**src/rtl/vector_pkg.sv**
```systemverilog
// Shared constants and types for the vector memory read path.
package vector_pkg;

    localparam int LANES  = 16;
    localparam int LANE_W = 8;
    localparam int MEM_W  = 32;
    localparam int BEATS  = LANES * LANE_W / MEM_W;

    typedef logic [LANE_W-1:0] lane_t;

    typedef enum logic [1:0] {
        IDLE,
        REQ,
        DONE
    } vec_rd_state_t;

endpackage

```
**src/rtl/vector_beat_assembler.sv**
```systemverilog
// Beat counter and staging register: places each accepted beat into its slot of the vector,
// beat 0 landing in the most significant bits.
module vector_beat_assembler #(
    parameter int LANES  = vector_pkg::LANES,
    parameter int LANE_W = vector_pkg::LANE_W,
    parameter int MEM_W  = vector_pkg::MEM_W
) (
    input  logic                    clk,
    input  logic                    rst_n,
    input  logic                    clear,
    input  logic                    beat_valid,
    input  logic [MEM_W-1:0]        beat_data,
    output logic                    last_beat,
    output logic [LANES*LANE_W-1:0] assembled
);

    localparam int VEC_W  = LANES * LANE_W;
    localparam int BEATS  = VEC_W / MEM_W;
    localparam int BEAT_W = (BEATS > 1) ? $clog2(BEATS) : 1;

    logic [BEAT_W-1:0] beat;
    logic [VEC_W-1:0]  staging;

    assign last_beat = (beat == BEAT_W'(BEATS - 1));

    // NOTE: every always_comb output gets a default first so no path can infer a latch.
    always_comb begin
        assembled = staging;
        assembled[VEC_W-1 - int'(beat)*MEM_W -: MEM_W] = beat_data;
    end

    // NOTE: the staging register is reset so an aborted read never leaves stale data observable.
    always_ff @(posedge clk or negedge rst_n) begin
        if (!rst_n) begin
            beat    <= '0;
            staging <= '0;
        end else if (clear) begin
            beat <= '0;
        end else if (beat_valid) begin
            staging <= assembled;
            beat    <= last_beat ? '0 : beat + BEAT_W'(1);
        end
    end

endmodule

```
**src/rtl/vector_memory_reader.sv**
```systemverilog
// Fetches one vector from data memory in MEM_W-bit beats and presents it as byte lanes.
// Optional feature macro: VECTOR_READER_TIMEOUT_EN (per-beat wait timeout, adds timeout_err).
module vector_memory_reader
    import vector_pkg::*;
#(
    parameter int LANES          = vector_pkg::LANES,
    parameter int LANE_W         = vector_pkg::LANE_W,
    parameter int ADDR_W         = 12,
    parameter int MEM_W          = vector_pkg::MEM_W,
    parameter int TIMEOUT_CYCLES = 64
) (
    input  logic                                clk,
    input  logic                                rst_n,
    input  logic                                start,
    input  logic [ADDR_W-1:0]                   memory_base,
    output logic                                busy,
    output logic                                done,
    output logic                                mem_req,
    output logic [ADDR_W-1:0]                   mem_address,
    input  logic                                mem_ready,
    input  logic [MEM_W-1:0]                    mem_rdata,
`ifdef VECTOR_READER_TIMEOUT_EN
    output logic                                timeout_err,
`endif
    output logic [LANES*LANE_W-1:0]             vector_data_out,
    output logic [0:LANES-1][LANE_W-1:0]        vector_lanes_out
);

    localparam int VEC_W = LANES * LANE_W;
    localparam int OFS_W = $clog2(MEM_W / 8);

    vec_rd_state_t    state, next_state;
    logic             launch, accept, last_beat, timeout_hit;
    logic [VEC_W-1:0] assembled;

    assign launch = (state != REQ) && start;
    assign accept = (state == REQ) && mem_ready;

    vector_beat_assembler #(
        .LANES (LANES),
        .LANE_W(LANE_W),
        .MEM_W (MEM_W)
    ) u_assembler (
        .clk       (clk),
        .rst_n     (rst_n),
        .clear     (launch),
        .beat_valid(accept),
        .beat_data (mem_rdata),
        .last_beat (last_beat),
        .assembled (assembled)
    );

`ifdef VECTOR_READER_TIMEOUT_EN
    localparam int WAIT_W = (TIMEOUT_CYCLES > 1) ? $clog2(TIMEOUT_CYCLES) : 1;
    logic [WAIT_W-1:0] wait_cnt;

    assign timeout_hit = (state == REQ) && !mem_ready && (wait_cnt == WAIT_W'(TIMEOUT_CYCLES - 1));

    always_ff @(posedge clk or negedge rst_n) begin
        if (!rst_n) begin
            wait_cnt    <= '0;
            timeout_err <= 1'b0;
        end else begin
            timeout_err <= timeout_hit;
            if (launch || accept || timeout_hit) begin
                wait_cnt <= '0;
            end else if (state == REQ) begin
                wait_cnt <= wait_cnt + WAIT_W'(1);
            end
        end
    end
`else
    assign timeout_hit = 1'b0;
`endif

    always_comb begin
        next_state = state;
        unique case (state)
            IDLE:    if (start) next_state = REQ;
            REQ: begin
                if (accept && last_beat) next_state = DONE;
                else if (timeout_hit)    next_state = IDLE;
            end
            DONE:    next_state = start ? REQ : IDLE;
            default: next_state = IDLE;
        endcase
    end

    // NOTE: sequential state uses non-blocking assignments so every register samples pre-edge values.
    always_ff @(posedge clk or negedge rst_n) begin
        if (!rst_n) begin
            state           <= IDLE;
            mem_address     <= '0;
            vector_data_out <= '0;
        end else begin
            state <= next_state;
            if (launch) begin
                mem_address <= {memory_base[ADDR_W-1:OFS_W], OFS_W'(0)};
            end else if (accept && !last_beat) begin
                mem_address <= mem_address + ADDR_W'(MEM_W / 8);
            end
            if (accept && last_beat) begin
                vector_data_out <= assembled;
            end
        end
    end

    assign busy             = (state == REQ);
    assign mem_req          = (state == REQ);
    assign done             = (state == DONE);
    assign vector_lanes_out = vector_data_out;

endmodule
```
**config.mk**
```make
export PLATFORM = sky130hd
export DESIGN_NAME = vector_memory_reader
export DESIGN_NICKNAME = d
export VERILOG_FILES = /design/src/rtl/vector_pkg.sv /design/src/rtl/vector_beat_assembler.sv /design/src/rtl/vector_memory_reader.sv
export SDC_FILE = /design/constraint.sdc
export NUM_CORES = 1
export LEC_CHECK = 0
export CORE_MARGIN = 10
export CORE_UTILIZATION = 43
export DETAILED_ROUTE_END_ITERATION = 6
export HOLD_SLACK_MARGIN = 0.08
export PLACE_DENSITY_LB_ADDON = 0.05
export SYNTH_ARGS = -nofsm -noshare
export SYNTH_HDL_FRONTEND = slang
export SYNTH_SLANG_ARGS = --single-unit
```
**constraint.sdc**
```tcl
create_clock -name clk -period 1.7 [get_ports clk]
set_input_delay 0.34 -clock clk [delete_from_list [all_inputs] [get_ports clk]]
set_output_delay 0.34 -clock clk [all_outputs]
set_load 0.03 [all_outputs]
```
==> run_summary.xml, run 1 <==
<?xml version="1.0" encoding="UTF-8"?>
<metrics>
  <group name="yosys">
    <metric name="post_synth_xor_area_fraction" unit="%">0.660</metric>
    <metric name="synth_flop_cell" unit="">sky130_fd_sc_hd__dfrtp_1</metric>
    <metric name="async_flop_share" unit="%">100</metric>
    <metric name="post_synth_inst_count" unit="">969</metric>
    <metric name="synthSimpleGateAreaFrac" unit="%">9.44</metric>
    <metric name="mappedNetlistArea" unit="µm²">10600</metric>
    <metric name="postSynthAreaPerCell" unit="µm²">10.9</metric>
    <metric name="yosys.area_share.adder" unit="%">0.590</metric>
    <metric name="synth_area_in_compound_gates" unit="%">19.2</metric>
    <metric name="synth_top_family_by_area" unit="">compound AO/OA/AOI/OAI gates</metric>
    <metric name="yosys_warnings" unit="">0</metric>
    <metric name="synth_edf_count" unit="">0</metric>
    <metric name="synthMuxAreaShare" unit="%">0.0944</metric>
    <metric name="ys_seq_area_share" unit="%">56.1</metric>
    <metric name="ys_types" unit="">35</metric>
    <metric name="synth.ff_latch_count" unit="">238</metric>
  </group>
  <group name="setup_path">
    <metric name="cpMaxStageDelayCell" unit="">sky130_fd_sc_hd__dfrtp_1</metric>
    <metric name="cp-end-kind" unit="">flip-flop</metric>
    <metric name="crit_path_max_delay_family" unit="">buffers and inverters</metric>
    <metric name="crit_chain" unit="">inv_1 -&gt; buf_4 -&gt; ha_2 -&gt; nand2b_4 -&gt; buf_4 -&gt; nor3_4 -&gt; buf_6 -&gt; buf_4 -&gt; a22o_1</metric>
    <metric name="worstSetupStartpointType" unit="">flip-flop</metric>
    <metric name="timing.critical_path.buf_inv" unit="">5</metric>
    <metric name="timing.critical_path.required" unit="ns">2.16</metric>
    <metric name="most_repeated_library_cell_on_the_critical_path" unit="">sky130_fd_sc_hd__buf_4</metric>
    <metric name="critical_path.max_stage_delay" unit="ns">0.38</metric>
    <metric name="worstPathArrival" unit="ns">2.21</metric>
    <metric name="critical_path_class" unit="">reg -&gt; reg</metric>
    <metric name="largest_fanout_on_the_critical_path" unit="">6</metric>
  </group>
  <group name="sta">
    <metric name="timing.final.crit_share" unit="%">103</metric>
    <metric name="clock_skew" unit="ns">0.00681</metric>
    <metric name="fin_crit" unit="ns">1.76</metric>
    <metric name="max_slew_violation_total_from_the_final_report" unit="">0</metric>
    <metric name="hold_slack" unit="ns">0.273</metric>
    <metric name="rsz0062_at_grt" unit="">yes</metric>
    <metric name="setup-violations-final" unit="">79</metric>
    <metric name="final.setup.tns" unit="ns">-1.78</metric>
    <metric name="maxClockFrequency" unit="GHz">0.569</metric>
    <metric name="final_critical_path_setup_slack" unit="ns">-0.0577</metric>
    <metric name="finalHoldViolCount" unit="">0</metric>
  </group>
  <group name="drt">
    <metric name="vias_per_cell" unit="">5.51</metric>
    <metric name="wire_per_inst" unit="µm">23.0</metric>
    <metric name="initialDrtViolationCount" unit="">593</metric>
    <metric name="drt_wl_total" unit="mm">35.5</metric>
    <metric name="firstDrtPassIters" unit="">5</metric>
    <metric name="post-route-drc-count" unit="">0</metric>
    <metric name="detailroute.via_count" unit="">8505</metric>
    <metric name="route.antenna.remaining_nets" unit="">0</metric>
  </group>
  <group name="global_route">
    <metric name="overall_global_routing_resource_usage" unit="%">20.3</metric>
    <metric name="antenna_found_initial" unit="">0</metric>
    <metric name="grt_pass1_vias" unit="">8767</metric>
    <metric name="grt_first_pass_wirelength" unit="mm">51.1</metric>
    <metric name="grt-ovfl-total" unit="">0</metric>
    <metric name="pin_count_of_the_biggest_net_entering_global_routing" unit="">58</metric>
  </group>
  <group name="floorplan">
    <metric name="floorplan.die_area" unit="µm²">31400</metric>
    <metric name="fp.dieH" unit="µm">177</metric>
    <metric name="initial_utilization" unit="%">43.6</metric>
    <metric name="core-area" unit="µm²">24300</metric>
    <metric name="die_w" unit="µm">177</metric>
    <metric name="floorplan.rows" unit="">57</metric>
    <metric name="top_level_ports" unit="">319</metric>
  </group>
  <group name="layout">
    <metric name="layout.cells.most_common" unit="">sky130_fd_sc_hd__dfrtp_1</metric>
    <metric name="final_core_util" unit="%">63.7</metric>
    <metric name="fillCellCount" unit="">2048</metric>
    <metric name="layout.cells.most_common_list" unit="">sky130_fd_sc_hd__dfrtp_1, sky130_fd_sc_hd__nor2_1, sky130_fd_sc_hd__dlygate4sd2_1</metric>
    <metric name="post_route_cells_drive_above_1_share" unit="%">24.8</metric>
    <metric name="finish.net_count" unit="">1254</metric>
    <metric name="areaGrowthSynthToFinish" unit="%">46.1</metric>
    <metric name="number_of_diodes" unit="">0</metric>
  </group>
  <group name="clock_network">
    <metric name="cts_buffer_depth" unit="">3</metric>
    <metric name="cts-root-buf" unit="">sky130_fd_sc_hd__clkbuf_16</metric>
    <metric name="clkLatencyLatePin" unit="ns">0.52</metric>
    <metric name="cts-htree-levels" unit="">1</metric>
    <metric name="cts_tree" unit="">done</metric>
    <metric name="cts-buffers-inserted" unit="">26</metric>
    <metric name="path_clk_slew" unit="ns">0.06</metric>
    <metric name="cts_num_sinks" unit="">238</metric>
  </group>
  <group name="hold_path">
    <metric name="hp-class" unit="">in -&gt; async</metric>
  </group>
  <group name="power">
    <metric name="power.switching_fraction" unit="%">46.0</metric>
    <metric name="power_density" unit="nW/µm²">2220</metric>
    <metric name="power.net_switching" unit="µW">15800</metric>
    <metric name="power.total" unit="µW">34400</metric>
    <metric name="relative_contribution_of_the_clock_network_to_total_power" unit="%">17.0</metric>
    <metric name="intPower" unit="µW">18600</metric>
    <metric name="total_leakage_power" unit="µW">0.00759</metric>
    <metric name="combinationalPowerShare" unit="%">52.4</metric>
    <metric name="ir_drop" unit="mV">1.25</metric>
    <metric name="power.sequential.fraction" unit="%">30.6</metric>
  </group>
  <group name="place">
    <metric name="place_ws" unit="ns">-0.412</metric>
    <metric name="final_replace_weighted_congestion" unit="">0.805</metric>
    <metric name="io_buffer_count" unit="">314</metric>
    <metric name="dp_hpwl" unit="mm">22.3</metric>
  </group>
  <group name="status">
    <metric name="failed_checks" unit="">setup timing</metric>
    <metric name="status" unit="">finished, violations left</metric>
  </group>
  <group name="flow_run">
    <metric name="max_cap_violations" unit="">0</metric>
  </group>
</metrics>
kinds of logic (layout without fill, tap and decap cells):
logic type / count (synthesis) / count (layout)
simple gates: 239 / 240
mux: 1 / 1
xor+xnor: 8 / 8
flops: 238 / 238
buf+inv: 240 / 489
fa+ha+maj: 5 / 5
compound gates: 237 / 237
other cells: 1 / 2
state kept, by name, indices dropped and copies added, names as in the netlist:
name                 count
mem_address             10
state                    2
u_assembler.beat         2
u_assembler.staging     96
vector_data_out        128
metrics by stage:
stage | instances | area, µm²
2_1_floorplan | 970 | 10600
3_3_place_gp | 1455 | 13600
3_5_place_dp | 1455 | 13600
4_1_cts | 1517 | 14600
5_1_grt | 1544 | 15500
6_report | 1544 | 15500
worst paths after layout:
check | from | to | slack, ns | cells past startpoint
max in group asynchronous | rst_n | vector_data_out[19] | 0.82 | 3
min in group clk | memory_base[11] | mem_address[11] | 0.40 | 3
setup / recovery | u_assembler.beat[0] | u_assembler.staging[97] | -0.06 | 9
hold / removal | rst_n | mem_address[10] | 0.27 | 2
setup reg to reg | u_assembler.beat[0] | u_assembler.staging[97] | -0.06 | 9
hold reg to reg | u_assembler.staging[41] | u_assembler.staging[41] | 0.51 | 1
per-layer routing:
metal | wire, µm | GRT usage, % | share of wire (%) | up-vias
met1 | 15600 | 26.9 | 44 | 4404
met3 | 2570 | 5.23 | 7.3 | 34
met2 | 17000 | 33.3 | 48 | 279
li1 | - | - | - | 3788
met5 | 0 | 0 | 0 | -
met4 | 359 | 3.22 | 1.0 | 0
power by group through the flow:
stage	registers, µW	clock network (µW)	logic [µW]
3_3_place_gp	10300	0	18500
5_1_grt	10900	6190	19100
4_1_cts	10300	5960	17200
2_1_floorplan	13000	0	9160
3_5_place_dp	10400	0	18600
6_report	10500	5860	18000
worst reg2reg max path: stages, from the launching register on:
cell and delay (ns):
sky130_fd_sc_hd__dfrtp_1 0.38, sky130_fd_sc_hd__inv_1 0.08, sky130_fd_sc_hd__buf_4 0.13, sky130_fd_sc_hd__ha_2 0.21, sky130_fd_sc_hd__nand2b_4 0.10, sky130_fd_sc_hd__buf_4 0.15
sky130_fd_sc_hd__nor3_4 0.20, sky130_fd_sc_hd__buf_6 0.16, sky130_fd_sc_hd__buf_4 0.15, sky130_fd_sc_hd__a22o_1 0.14
cell type report:
cell class / count / area, µm² / share of cell area [%]
multi-input cells: 493 / 3870 / 25.0
repair buffers: 435 / 4320 / 27.9
clock inverters: 3 / 65.1 / 0.420
flip-flops and latches: 238 / 5960 / 38.4
inverters: 7 / 33.8 / 0.218
clock buffers: 44 / 840 / 5.42
well taps: 324 / 405 / 2.62
synth_stat cells, types with 5 or more instances:
cell / count / area share [%]
sky130_fd_sc_hd__a21oi_1: 9 / 0.42
sky130_fd_sc_hd__ha_1: 5 / 0.59
sky130_fd_sc_hd__buf_1: 18 / 0.64
sky130_fd_sc_hd__buf_4: 137 / 9.7
sky130_fd_sc_hd__buf_2: 20 / 0.94
sky130_fd_sc_hd__clkbuf_1: 54 / 1.9
sky130_fd_sc_hd__a221oi_1: 96 / 7.9
sky130_fd_sc_hd__a22o_1: 128 / 11
sky130_fd_sc_hd__inv_1: 6 / 0.21
sky130_fd_sc_hd__dfrtp_1: 238 / 56
sky130_fd_sc_hd__nand2_1: 8 / 0.28
sky130_fd_sc_hd__xor2_1: 6 / 0.50
sky130_fd_sc_hd__nor2_1: 205 / 7.3
what timing repair did:
item                                    4_1_cts  5_1_grt
hold endpoints to repair                    238        0
pin swaps                                     4       20
gates resized for setup                     347      193
gates cloned                                  1       12
hold buffers                                  1        0
setup buffers                                13       16
endpoints found under the setup margin      411      299
(Power assumes the default switching activity.)
==> inputs of run 2 (changes only) <==
Settings changed: CORE_UTILIZATION 43 to 40.
Clock period 1.7 ns to 2.2 ns, I/O delays scaled along.
==> run_summary.xml, run 2 (same netlist as run 1, synthesis figures left out) <==
<?xml version="1.0" encoding="UTF-8"?>
<metrics>
  <group name="hold_path">
    <metric name="hp-class" unit="">in -&gt; async</metric>
  </group>
  <group name="clock_network">
    <metric name="cts-htree-levels" unit="">1</metric>
    <metric name="cts-root-buf" unit="">sky130_fd_sc_hd__clkbuf_16</metric>
    <metric name="cts-buffers-inserted" unit="">26</metric>
    <metric name="cts_buffer_depth" unit="">3</metric>
    <metric name="cts_tree" unit="">done</metric>
    <metric name="clkLatencyLatePin" unit="ns">0.52</metric>
    <metric name="cts_num_sinks" unit="">238</metric>
    <metric name="path_clk_slew" unit="ns">0.06</metric>
  </group>
  <group name="floorplan">
    <metric name="core-area" unit="µm²">26100</metric>
    <metric name="floorplan.die_area" unit="µm²">33400</metric>
    <metric name="initial_utilization" unit="%">40.7</metric>
    <metric name="floorplan.rows" unit="">59</metric>
    <metric name="die_w" unit="µm">183</metric>
    <metric name="top_level_ports" unit="">319</metric>
    <metric name="fp.dieH" unit="µm">183</metric>
  </group>
  <group name="setup_path">
    <metric name="cpMaxStageDelayCell" unit="">sky130_fd_sc_hd__clkdlybuf4s50_1</metric>
    <metric name="worstReg2RegStart" unit="">u_assembler.beat[0]</metric>
    <metric name="critical_path_class" unit="">reg -&gt; out</metric>
    <metric name="cp_num_cells" unit="">1</metric>
    <metric name="worstPathArrival" unit="ns">1.68</metric>
    <metric name="worstSetupStartpointType" unit="">flip-flop</metric>
    <metric name="critical_path.max_stage_delay" unit="ns">0.71</metric>
    <metric name="timing.critical_path.buf_inv" unit="">1</metric>
    <metric name="rr_worst_depth" unit="">6</metric>
    <metric name="crit_path_max_delay_family" unit="">buffers and inverters</metric>
    <metric name="timing.critical_path.required" unit="ns">1.76</metric>
    <metric name="crit_chain" unit="">clkdlybuf4s50_1</metric>
    <metric name="critical_path.reg2reg.endpoint" unit="">vector_data_out[45]</metric>
    <metric name="largest_fanout_on_the_critical_path" unit="">6</metric>
    <metric name="setup.reg_to_reg.worst_slack" unit="ns">0.10</metric>
    <metric name="cp-end-kind" unit="">output pin</metric>
  </group>
  <group name="power">
    <metric name="ir_drop" unit="mV">1.17</metric>
    <metric name="power_density" unit="nW/µm²">1870</metric>
    <metric name="power.total" unit="µW">26600</metric>
    <metric name="total_leakage_power" unit="µW">0.00625</metric>
  </group>
  <group name="layout">
    <metric name="post_route_cells_drive_above_1_share" unit="%">9.56</metric>
    <metric name="largest_register_ff_count" unit="">128</metric>
    <metric name="layout.cells.most_common_list" unit="">sky130_fd_sc_hd__clkdlybuf4s50_1, sky130_fd_sc_hd__dfrtp_1, sky130_fd_sc_hd__nor2_1</metric>
    <metric name="final_core_util" unit="%">54.7</metric>
    <metric name="fin_area" unit="µm²">14300</metric>
    <metric name="layout_top_registers" unit="">vector_data_out x128, u_assembler.staging x96, mem_address x10</metric>
    <metric name="number_of_diodes" unit="">0</metric>
    <metric name="layout.cells.most_common" unit="">sky130_fd_sc_hd__clkdlybuf4s50_1</metric>
    <metric name="finish.net_count" unit="">1184</metric>
    <metric name="finished_layout_cells" unit="">1486</metric>
    <metric name="areaGrowthSynthToFinish" unit="%">34.3</metric>
    <metric name="largest_register" unit="">vector_data_out</metric>
  </group>
  <group name="global_route">
    <metric name="grt_pass1_vias" unit="">8296</metric>
    <metric name="grt_first_pass_wirelength" unit="mm">50.7</metric>
    <metric name="antenna_found_initial" unit="">0</metric>
    <metric name="grt-ovfl-total" unit="">0</metric>
    <metric name="pin_count_of_the_biggest_net_entering_global_routing" unit="">68</metric>
    <metric name="overall_global_routing_resource_usage" unit="%">18.6</metric>
  </group>
  <group name="sta">
    <metric name="clock_skew" unit="ns">0.00539</metric>
    <metric name="slew_headroom" unit="%">25.4</metric>
    <metric name="worstMarginPinSlew" unit="ns">1.11</metric>
    <metric name="setup-violations-final" unit="">0</metric>
    <metric name="fin_crit" unit="ns">2.12</metric>
    <metric name="timing.final.crit_share" unit="%">96.3</metric>
    <metric name="maxClockFrequency" unit="GHz">0.472</metric>
    <metric name="final_critical_path_setup_slack" unit="ns">0.0819</metric>
    <metric name="max_slew_violation_total_from_the_final_report" unit="">0</metric>
    <metric name="finalHoldViolCount" unit="">0</metric>
  </group>
  <group name="drt">
    <metric name="wire_per_inst" unit="µm">22.6</metric>
    <metric name="initialDrtViolationCount" unit="">667</metric>
    <metric name="firstDrtPassIters" unit="">4</metric>
    <metric name="detailroute.via_count" unit="">8092</metric>
    <metric name="post-route-drc-count" unit="">0</metric>
    <metric name="drt_wl_total" unit="mm">33.6</metric>
    <metric name="vias_per_cell" unit="">5.45</metric>
    <metric name="route.antenna.remaining_nets" unit="">0</metric>
  </group>
  <group name="status">
    <metric name="status" unit="">completed</metric>
  </group>
  <group name="place">
    <metric name="place_ws" unit="ns">-0.0573</metric>
    <metric name="io_buffer_count" unit="">314</metric>
    <metric name="placed_area" unit="µm²">13200</metric>
    <metric name="placed_cells" unit="">1426</metric>
    <metric name="dp_hpwl" unit="mm">21.4</metric>
    <metric name="final_replace_weighted_congestion" unit="">0.717</metric>
  </group>
  <group name="flow_run">
    <metric name="max_cap_violations" unit="">0</metric>
  </group>
</metrics>
## run 2: cell count changes in the layout (fill, tap and decap cells not counted), moves of 25 or more
cell / delta
sky130_fd_sc_hd__clkdlybuf4s50_1: +265
sky130_fd_sc_hd__dlygate4sd2_1: -164
sky130_fd_sc_hd__a221oi_1: +76
sky130_fd_sc_hd__a221oi_2: -70
sky130_fd_sc_hd__clkdlybuf4s15_1: -68
sky130_fd_sc_hd__buf_4: -27
sky130_fd_sc_hd__clkbuf_2: -25
## run 2: power breakdown
group	switching, µW	internal (µW)
clock	1770	2700
sequential	1600	6410
combinational	8310	5850
total	11700	15000
## run 2: per-stage QoR
step / hold WS (ns) / TNS (ns)
5_1_grt: 0.462 / -0.250
2_1_floorplan: 0.144 / 0
3_3_place_gp: 0.398 / -0.350
6_report: 0.446 / 0
3_5_place_dp: 0.392 / -0.511
4_1_cts: 0.444 / 0
## run 2: how the worst max path moves through the flow
stage                                   start                    to  slack, ns
after CTS                 u_assembler.beat[1]  vector_data_out[127]      0.003
after floorplan           u_assembler.beat[0]        mem_address[7]       0.41
after global routing      u_assembler.beat[1]   vector_data_out[86]      -0.03
final                          mem_address[6]        mem_address[6]       0.08
after detailed placement  u_assembler.beat[0]   vector_data_out[35]      -0.06
after global placement    u_assembler.beat[0]   vector_data_out[35]      -0.05
## run 2: repair_timing
action / in CTS / in global routing
endpoints found under the setup margin: 17 / 87
hold buffers: 1 / 0
hold endpoints to repair: 43 / 0
resized for setup: 6 / 4
gates cloned: 0 / 3
buffers inserted: 0 / 8
pin swaps: 0 / 5
## run 2: final cells by class
type / count / area (µm²)
inverter: 7 / 27.5
multi-input combinational: 495 / 3290
fill: 2308 / 11800
tap: 335 / 419
clock buffer: 42 / 832
timing repair buffer: 363 / 3670
sequential: 238 / 5960
clock inverter: 6 / 61.3
## run 2: routing by layer
metal / up-vias / part of all wire, % / wire length [µm] / track usage (%)
met5: - / 0 / 0 / 0
met4: 0 / 0.97 / 326 / 3.23
met3: 30 / 8.1 / 2740 / 5.02
met2: 300 / 47 / 15800 / 30.3
met1: 4122 / 44 / 14700 / 24.7
li1: 3640 / - / - / -
